--- src/rtl/sync_fifo_pkg.sv ---
// Shared helpers for the sync_fifo family: occupancy arithmetic and parameter legality.
package sync_fifo_pkg;

  // Occupancy from (PtrWidth+1)-bit pointers, modulo 2^(PtrWidth+1).
  function automatic int unsigned fifo_count(input int unsigned wr_ptr,
                                             input int unsigned rd_ptr,
                                             input int unsigned ptr_width);
    int unsigned mask;
    mask = (32'd1 << (ptr_width + 1)) - 32'd1;
    return (wr_ptr - rd_ptr) & mask;
  endfunction

  function automatic bit is_pow2(input int unsigned v);
    return (v >= 2) && ((v & (v - 1)) == 0);
  endfunction

  function automatic bit params_legal(input int unsigned depth,
                                      input int unsigned ptr_width,
                                      input int unsigned af_thr,
                                      input int unsigned ae_thr,
                                      input int unsigned fwft);
    return is_pow2(depth) && ((32'd1 << ptr_width) == depth) &&
           (af_thr >= 1) && (af_thr <= depth) &&
           (ae_thr <= depth - 1) && (fwft <= 1);
  endfunction

endpackage

--- src/rtl/sync_fifo_ext_if.sv ---
// Producer/consumer bundle for sync_fifo_ext; master is the user side, slave the FIFO.
interface sync_fifo_ext_if #(
  parameter int unsigned DataWidth = 32,
  parameter int unsigned PtrWidth  = 3
) ();
  logic                 wr_en;
  logic [DataWidth-1:0] wr_data;
  logic                 rd_en;
  logic [DataWidth-1:0] rd_data;
  logic                 full;
  logic                 empty;
  logic                 almost_full;
  logic                 almost_empty;
  logic [PtrWidth:0]    count;
  logic                 err_clr;
  logic                 overflow;
  logic                 underflow;

  modport master (
    output wr_en, wr_data, rd_en, err_clr,
    input  rd_data, full, empty, almost_full, almost_empty, count, overflow, underflow
  );

  modport slave (
    input  wr_en, wr_data, rd_en, err_clr,
    output rd_data, full, empty, almost_full, almost_empty, count, overflow, underflow
  );
endinterface

--- src/rtl/sync_fifo_ptr.sv ---
// Pointer registers, accept logic, occupancy, level flags and sticky error flags.
module sync_fifo_ptr
  import sync_fifo_pkg::*;
#(
  parameter int unsigned Depth          = 8,
  parameter int unsigned PtrWidth       = 3,
  parameter int unsigned AlmostFullThr  = 6,
  parameter int unsigned AlmostEmptyThr = 1
) (
  input  logic                clk,
  input  logic                rst,
  input  logic                wr_en,
  input  logic                rd_en,
  input  logic                err_clr,
  output logic                wr_acc,
  output logic                rd_acc,
  output logic [PtrWidth-1:0] wr_addr,
  output logic [PtrWidth-1:0] rd_addr,
  output logic [PtrWidth:0]   count,
  output logic                full,
  output logic                empty,
  output logic                almost_full,
  output logic                almost_empty,
  output logic                overflow,
  output logic                underflow
);
  localparam int unsigned CW = PtrWidth + 1;

  logic [PtrWidth:0] wr_ptr;
  logic [PtrWidth:0] rd_ptr;

  assign wr_addr = wr_ptr[PtrWidth-1:0];
  assign rd_addr = rd_ptr[PtrWidth-1:0];

  assign empty = (wr_ptr == rd_ptr);
  assign full  = (wr_ptr[PtrWidth] != rd_ptr[PtrWidth]) &&
                 (wr_ptr[PtrWidth-1:0] == rd_ptr[PtrWidth-1:0]);
  assign count = CW'(fifo_count(32'(wr_ptr), 32'(rd_ptr), PtrWidth));

  assign almost_full  = (32'(count) >= AlmostFullThr);
  assign almost_empty = (32'(count) <= AlmostEmptyThr);

  // A pop in the same cycle frees the slot a write on a full FIFO needs.
  assign rd_acc = rd_en && !empty;
  assign wr_acc = wr_en && (!full || rd_acc);

  always_ff @(posedge clk) begin
    if (rst) begin
      wr_ptr    <= '0;
      rd_ptr    <= '0;
      overflow  <= 1'b0;
      underflow <= 1'b0;
    end else begin
      if (wr_acc) wr_ptr <= wr_ptr + CW'(1);
      if (rd_acc) rd_ptr <= rd_ptr + CW'(1);
      // Set beats clear when both happen in one cycle.
      if (wr_en && !wr_acc)  overflow <= 1'b1;
      else if (err_clr)      overflow <= 1'b0;
      if (rd_en && !rd_acc)  underflow <= 1'b1;
      else if (err_clr)      underflow <= 1'b0;
    end
  end
endmodule

--- src/rtl/sync_fifo_ext.sv ---
// Single-clock FIFO with thresholds, occupancy, sticky errors and optional FWFT read.
module sync_fifo_ext
  import sync_fifo_pkg::*;
#(
  parameter int unsigned DataWidth      = 32,
  parameter int unsigned Depth          = 8,
  parameter int unsigned PtrWidth       = $clog2(Depth),
  parameter int unsigned AlmostFullThr  = Depth - 2,
  parameter int unsigned AlmostEmptyThr = 1,
  parameter int unsigned Fwft           = 0
) (
  input logic           clk,
  input logic           rst,
  sync_fifo_ext_if.slave fifo
);
  if (!params_legal(Depth, PtrWidth, AlmostFullThr, AlmostEmptyThr, Fwft)) begin : g_bad_params
    $error("sync_fifo_ext: illegal parameter combination");
  end

  logic [DataWidth-1:0] mem [Depth];
  logic                 wr_acc;
  logic                 rd_acc;
  logic [PtrWidth-1:0]  wr_addr;
  logic [PtrWidth-1:0]  rd_addr;
  logic [DataWidth-1:0] rd_data;

  sync_fifo_ptr #(
    .Depth         (Depth),
    .PtrWidth      (PtrWidth),
    .AlmostFullThr (AlmostFullThr),
    .AlmostEmptyThr(AlmostEmptyThr)
  ) u_ptr (
    .clk         (clk),
    .rst         (rst),
    .wr_en       (fifo.wr_en),
    .rd_en       (fifo.rd_en),
    .err_clr     (fifo.err_clr),
    .wr_acc      (wr_acc),
    .rd_acc      (rd_acc),
    .wr_addr     (wr_addr),
    .rd_addr     (rd_addr),
    .count       (fifo.count),
    .full        (fifo.full),
    .empty       (fifo.empty),
    .almost_full (fifo.almost_full),
    .almost_empty(fifo.almost_empty),
    .overflow    (fifo.overflow),
    .underflow   (fifo.underflow)
  );

  always_ff @(posedge clk) begin
    if (!rst && wr_acc) mem[wr_addr] <= fifo.wr_data;
  end

  if (Fwft != 0) begin : g_fwft
    assign rd_data = mem[rd_addr];
  end else begin : g_reg
    always_ff @(posedge clk) begin
      if (rst)         rd_data <= '0;
      else if (rd_acc) rd_data <= mem[rd_addr];
    end
  end

  assign fifo.rd_data = rd_data;
endmodule

--- src/flat_wrapper.sv ---
// flat-port wrapper written by rule: the top's interface ports become plain ports
module sync_fifo_ext_flat import sync_fifo_pkg::*;
#(
  parameter int unsigned DataWidth      = 32,
  parameter int unsigned Depth          = 8,
  parameter int unsigned PtrWidth       = $clog2(Depth),
  parameter int unsigned AlmostFullThr  = Depth - 2,
  parameter int unsigned AlmostEmptyThr = 1,
  parameter int unsigned Fwft           = 0
)
  (clk, rst, fifo_wr_en, fifo_wr_data, fifo_rd_en, fifo_err_clr, fifo_rd_data, fifo_full, fifo_empty, fifo_almost_full, fifo_almost_empty, fifo_count, fifo_overflow, fifo_underflow);
  sync_fifo_ext_if #(.DataWidth(DataWidth), .PtrWidth(PtrWidth)) fifo_i ();
  input logic clk;
  input logic rst;
  input wire logic [$bits(fifo_i.wr_en)-1:0] fifo_wr_en;
  input wire logic [$bits(fifo_i.wr_data)-1:0] fifo_wr_data;
  input wire logic [$bits(fifo_i.rd_en)-1:0] fifo_rd_en;
  input wire logic [$bits(fifo_i.err_clr)-1:0] fifo_err_clr;
  output wire logic [$bits(fifo_i.rd_data)-1:0] fifo_rd_data;
  output wire logic [$bits(fifo_i.full)-1:0] fifo_full;
  output wire logic [$bits(fifo_i.empty)-1:0] fifo_empty;
  output wire logic [$bits(fifo_i.almost_full)-1:0] fifo_almost_full;
  output wire logic [$bits(fifo_i.almost_empty)-1:0] fifo_almost_empty;
  output wire logic [$bits(fifo_i.count)-1:0] fifo_count;
  output wire logic [$bits(fifo_i.overflow)-1:0] fifo_overflow;
  output wire logic [$bits(fifo_i.underflow)-1:0] fifo_underflow;
  assign fifo_i.wr_en = fifo_wr_en;
  assign fifo_i.wr_data = fifo_wr_data;
  assign fifo_i.rd_en = fifo_rd_en;
  assign fifo_i.err_clr = fifo_err_clr;
  assign fifo_rd_data = fifo_i.rd_data;
  assign fifo_full = fifo_i.full;
  assign fifo_empty = fifo_i.empty;
  assign fifo_almost_full = fifo_i.almost_full;
  assign fifo_almost_empty = fifo_i.almost_empty;
  assign fifo_count = fifo_i.count;
  assign fifo_overflow = fifo_i.overflow;
  assign fifo_underflow = fifo_i.underflow;
  sync_fifo_ext #(.DataWidth(DataWidth), .Depth(Depth), .PtrWidth(PtrWidth), .AlmostFullThr(AlmostFullThr), .AlmostEmptyThr(AlmostEmptyThr), .Fwft(Fwft)) u_core (.clk(clk), .rst(rst), .fifo(fifo_i));
endmodule
--- config.mk ---
export PLATFORM = sky130hd
export DESIGN_NAME = sync_fifo_ext_flat
export DESIGN_NICKNAME = d
export VERILOG_FILES = /design/src/rtl/sync_fifo_pkg.sv /design/src/rtl/sync_fifo_ext_if.sv /design/src/rtl/sync_fifo_ptr.sv /design/src/rtl/sync_fifo_ext.sv /design/src/flat_wrapper.sv
export SDC_FILE = /design/constraint.sdc
export NUM_CORES = 1
export LEC_CHECK = 0
export ABC_AREA = 0
export BUFFER_PORTS_ARGS = -buffer_cell sky130_fd_sc_hd__buf_4
export CORE_UTILIZATION = 54
export CTS_CLUSTER_DIAMETER = 50
export DETAILED_ROUTE_END_ITERATION = 10
export GPL_ROUTABILITY_DRIVEN = 0
export PLACE_DENSITY = 0.75
export SETUP_SLACK_MARGIN = 0.5
export SLEW_MARGIN = 25
export SYNTH_ARGS = -nofsm -noshare
export SYNTH_HDL_FRONTEND = slang
export SYNTH_SLANG_ARGS = --single-unit
--- constraint.sdc ---
create_clock -name clk -period 5.5 [get_ports clk]
set_input_delay 0.55 -clock clk [delete_from_list [all_inputs] [get_ports clk]]
set_output_delay 0.55 -clock clk [all_outputs]
set_load 0.02 [all_outputs]
==> results.json <==
{
  "slew_headroom_pct": 33.1,
  "worstPathArrival_ns": 2.86,
  "htree_levels": 1,
  "viasPerCell": 5.85,
  "path_class": "register to primary output",
  "ir_drop_uv": 239,
  "finalSetupTns_ns": 0,
  "root_buffer": "clkbuf_16",
  "multiInputGateArea_um2": 2790,
  "r2r_setup_slack_ns": 2.39,
  "rsz0062_at_grt": "false",
  "clkLatencyLatePin_ns": 0.53,
  "syn2layout_area_growth_pct": 14.8,
  "layout.nets": 731,
  "fp.dieH_um": 148,
  "power.leakage_nw": 4.33,
  "hold_path.class": "input pin to register",
  "placed_cells_incl_taps": 932,
  "power_frac_clock_pct": 34.5,
  "synth.distinct_cells": 37,
  "yosysSeqAreaShare_pct": 73.7,
  "yosysWarnings": 0,
  "hold_buffers": 0,
  "fp.coreArea_um2": 21000,
  "crit_path_end_kind": "primary output",
  "synthesis.nets": 641,
  "antenna_found_initial": 0,
  "setup_viol": 0,
  "dp_hpwl_mm": 12.0,
  "place_area_um2": 12400,
  "power_density_nw_per_um2": 403,
  "ys_ff_latch": 298,
  "grt_pass1_vias": 5937,
  "hold_slack_ns": 0.250,
  "overflow": 0,
  "slowest_stage": "buf_4",
  "p_int_w": 0.00403,
  "cts_resized": 0,
  "clk_pin_slew_worst_paths_ns": 0.06,
  "row_count": 53,
  "clock_path_buffers": 3,
  "grt_pass1_wl_mm": 33.4,
  "final_hold_viol_count": 0,
  "postRouteAntennaNets": 0,
  "die-area_um2": 22000,
  "crit_top_cell": "buf_4",
  "first_pass_iters": 5,
  "cts_tree": "built",
  "grt_max_degree": 70,
  "area.sequential_um2": 8530,
  "portBuffers": 78,
  "wl_per_cell_um": 22.0,
  "wirelength_mm": 21.7,
  "avgSynthCellArea_um2": 19.3,
  "p_sw_w": 0.00132,
  "crit_family": "buffers and inverters",
  "fill_cells": 1398,
  "vias": 5755,
  "finalCritPeriodShare_pct": 61.9,
  "drc": 0,
  "status": "finished, final reports clean",
  "finalPower_w": 0.00535,
  "cts_buffers": 29,
  "maxCapViolations": 0,
  "cp-start-kind": "register",
  "diodes": 0,
  "seqPwrFrac_pct": 49.2,
  "syn_inst": 598,
  "finalCriticalPeriod_ns": 3.41,
  "boundaryPins": 79,
  "cts.sinks": 298,
  "worstPathCellList": "buf_4 -> inv_1 -> ha_1 -> nor2b_1 -> o21ai_0 -> a21oi_1 -> o21a_1 -> buf_4",
  "initial_core_util_pct": 55.0,
  "max_freq_ghz": 0.294,
  "skew_ns": 0.00898,
  "drt_iter0_markers": 448,
  "slowest_delay_ns": 0.75,
  "post_cts_buffers": 0,
  "drv_slew": 0,
  "swShare_pct": 24.6,
  "drive_above_1_share_pct": 34.3,
  "final_cell_area_um2": 13300,
  "fin_cells": 984,
  "required_ns": 4.95,
  "tightest_slew_ns": 1.00,
  "netlist_area_um2": 11600,
  "grtUsageTotal_pct": 20.5,
  "worst-path-max-fanout": 69,
  "die_x_um": 148,
  "pwr-share-comb_pct": 16.3,
  "cp_num_buf_inv": 3
}
-- cell type report --
class | count | area share [%]
flip-flops and latches | 298 | 64.2
multi-input cells | 258 | 21.0
clock buffers | 38 | 5.79
repair buffers | 93 | 5.26
well taps | 275 | 2.59
clock inverters | 14 | 0.895
inverters | 8 | 0.226
-- state kept, by name, summed over array words and instances (netlist names) --
signal	count
u_core.u_ptr.wr_ptr	4
u_core.u_ptr.overflow	1
u_core.u_ptr.rd_ptr	4
u_core.fifo.rd_data	32
u_core.u_ptr.underflow	1
u_core.mem	256
-- per-layer routing --
metal	routed length, µm	global-route usage (%)
met1	9180	27.7
met2	11000	35.1
met3	1060	2.45
met4	416	6.34
met5	0	0
-- layout by cell type (no fill, tap or decap), types with 3 or more instances in the layout --
cell type,Yosys,final
clkbuf_1,10,8
a21oi_1,3,3
clkinv_1,1,7
buf_4,2,93
nor2_1,44,44
xnor2_1,5,5
mux4_2,64,64
dfxtp_1,42,40
ha_1,5,5
clkinv_2,0,4
nor3_2,0,6
inv_1,7,7
nand2_1,70,70
edfxtp_1,256,256
a311oi_2,32,32
o21ai_0,3,3
clkbuf_16,0,29
nor2b_1,4,4
-- metrics by stage --
step | setup WS [ns] | util [%]
floorplan | 0.325 | -
global placement | 2.47 | 59.0
detailed placement | 2.39 | 59.0
CTS | 2.04 | 63.2
global route | 1.92 | 63.2
finish | 2.09 | 63.2
-- final timing paths --
kind / start / to / cells past startpoint
max: u_core.u_ptr.rd_ptr[1] / fifo_almost_empty / 8
min reg2reg: u_core.fifo.rd_data[3] / u_core.fifo.rd_data[3] / 2
min: fifo_wr_data[11] / u_core.mem[2][11] / 1
max reg2reg: u_core.u_ptr.rd_ptr[1] / u_core.mem[2][15] / 7
-- logic make-up after synthesis --
| family | count (synthesis) | synth area share, % |
|---|---|---|
| AO/OA/AOI/OAI | 44 | 5.00 |
| XOR/XNOR | 7 | 0.595 |
| adder cells (fa/ha/maj) | 6 | 0.714 |
| buffers and inverters | 42 | 2.55 |
| flip-flops | 298 | 73.7 |
| multiplexers | 66 | 12.6 |
| AND/OR/NAND/NOR | 135 | 4.79 |
-- power by group through the flow --
stage / Clock, W / Sequential [W] / Combinational (W)
after floorplan: 0 / 0.00270 / 0.000642
after global placement: 0 / 0.00268 / 0.000854
after detailed placement: 0 / 0.00268 / 0.000875
after CTS: 0.00187 / 0.00263 / 0.000881
after global routing: 0.00195 / 0.00264 / 0.000939
final: 0.00185 / 0.00263 / 0.000871
-- cells in the mapped netlist, drive strengths merged --
cell	instances	share of area, %
edfxtp	256	66
nand2	70	2.3
mux4	64	12
nor2	44	1.4
dfxtp	42	7.3
a311oi	32	4.2
buf	24	2.0
clkbuf	10	0.32
inv	7	0.23
nor3	7	0.30
ha	5	0.54
xnor2	5	0.38
a21oi	4	0.21
nor2b	4	0.22
o21ai	3	0.13
and3	2	0.11
mux2i	2	0.17
nand2b	2	0.11
nand3	2	0.13
nor4	2	0.11
o211ai	2	0.13
o21a	2	0.19
xor2	2	0.22
clkinv	1	0.032
fa	1	0.17
o31ai	1	0.18
or2	1	0.054
or4	1	0.065
No activity file was read; power rests on OpenSTA's default activity.
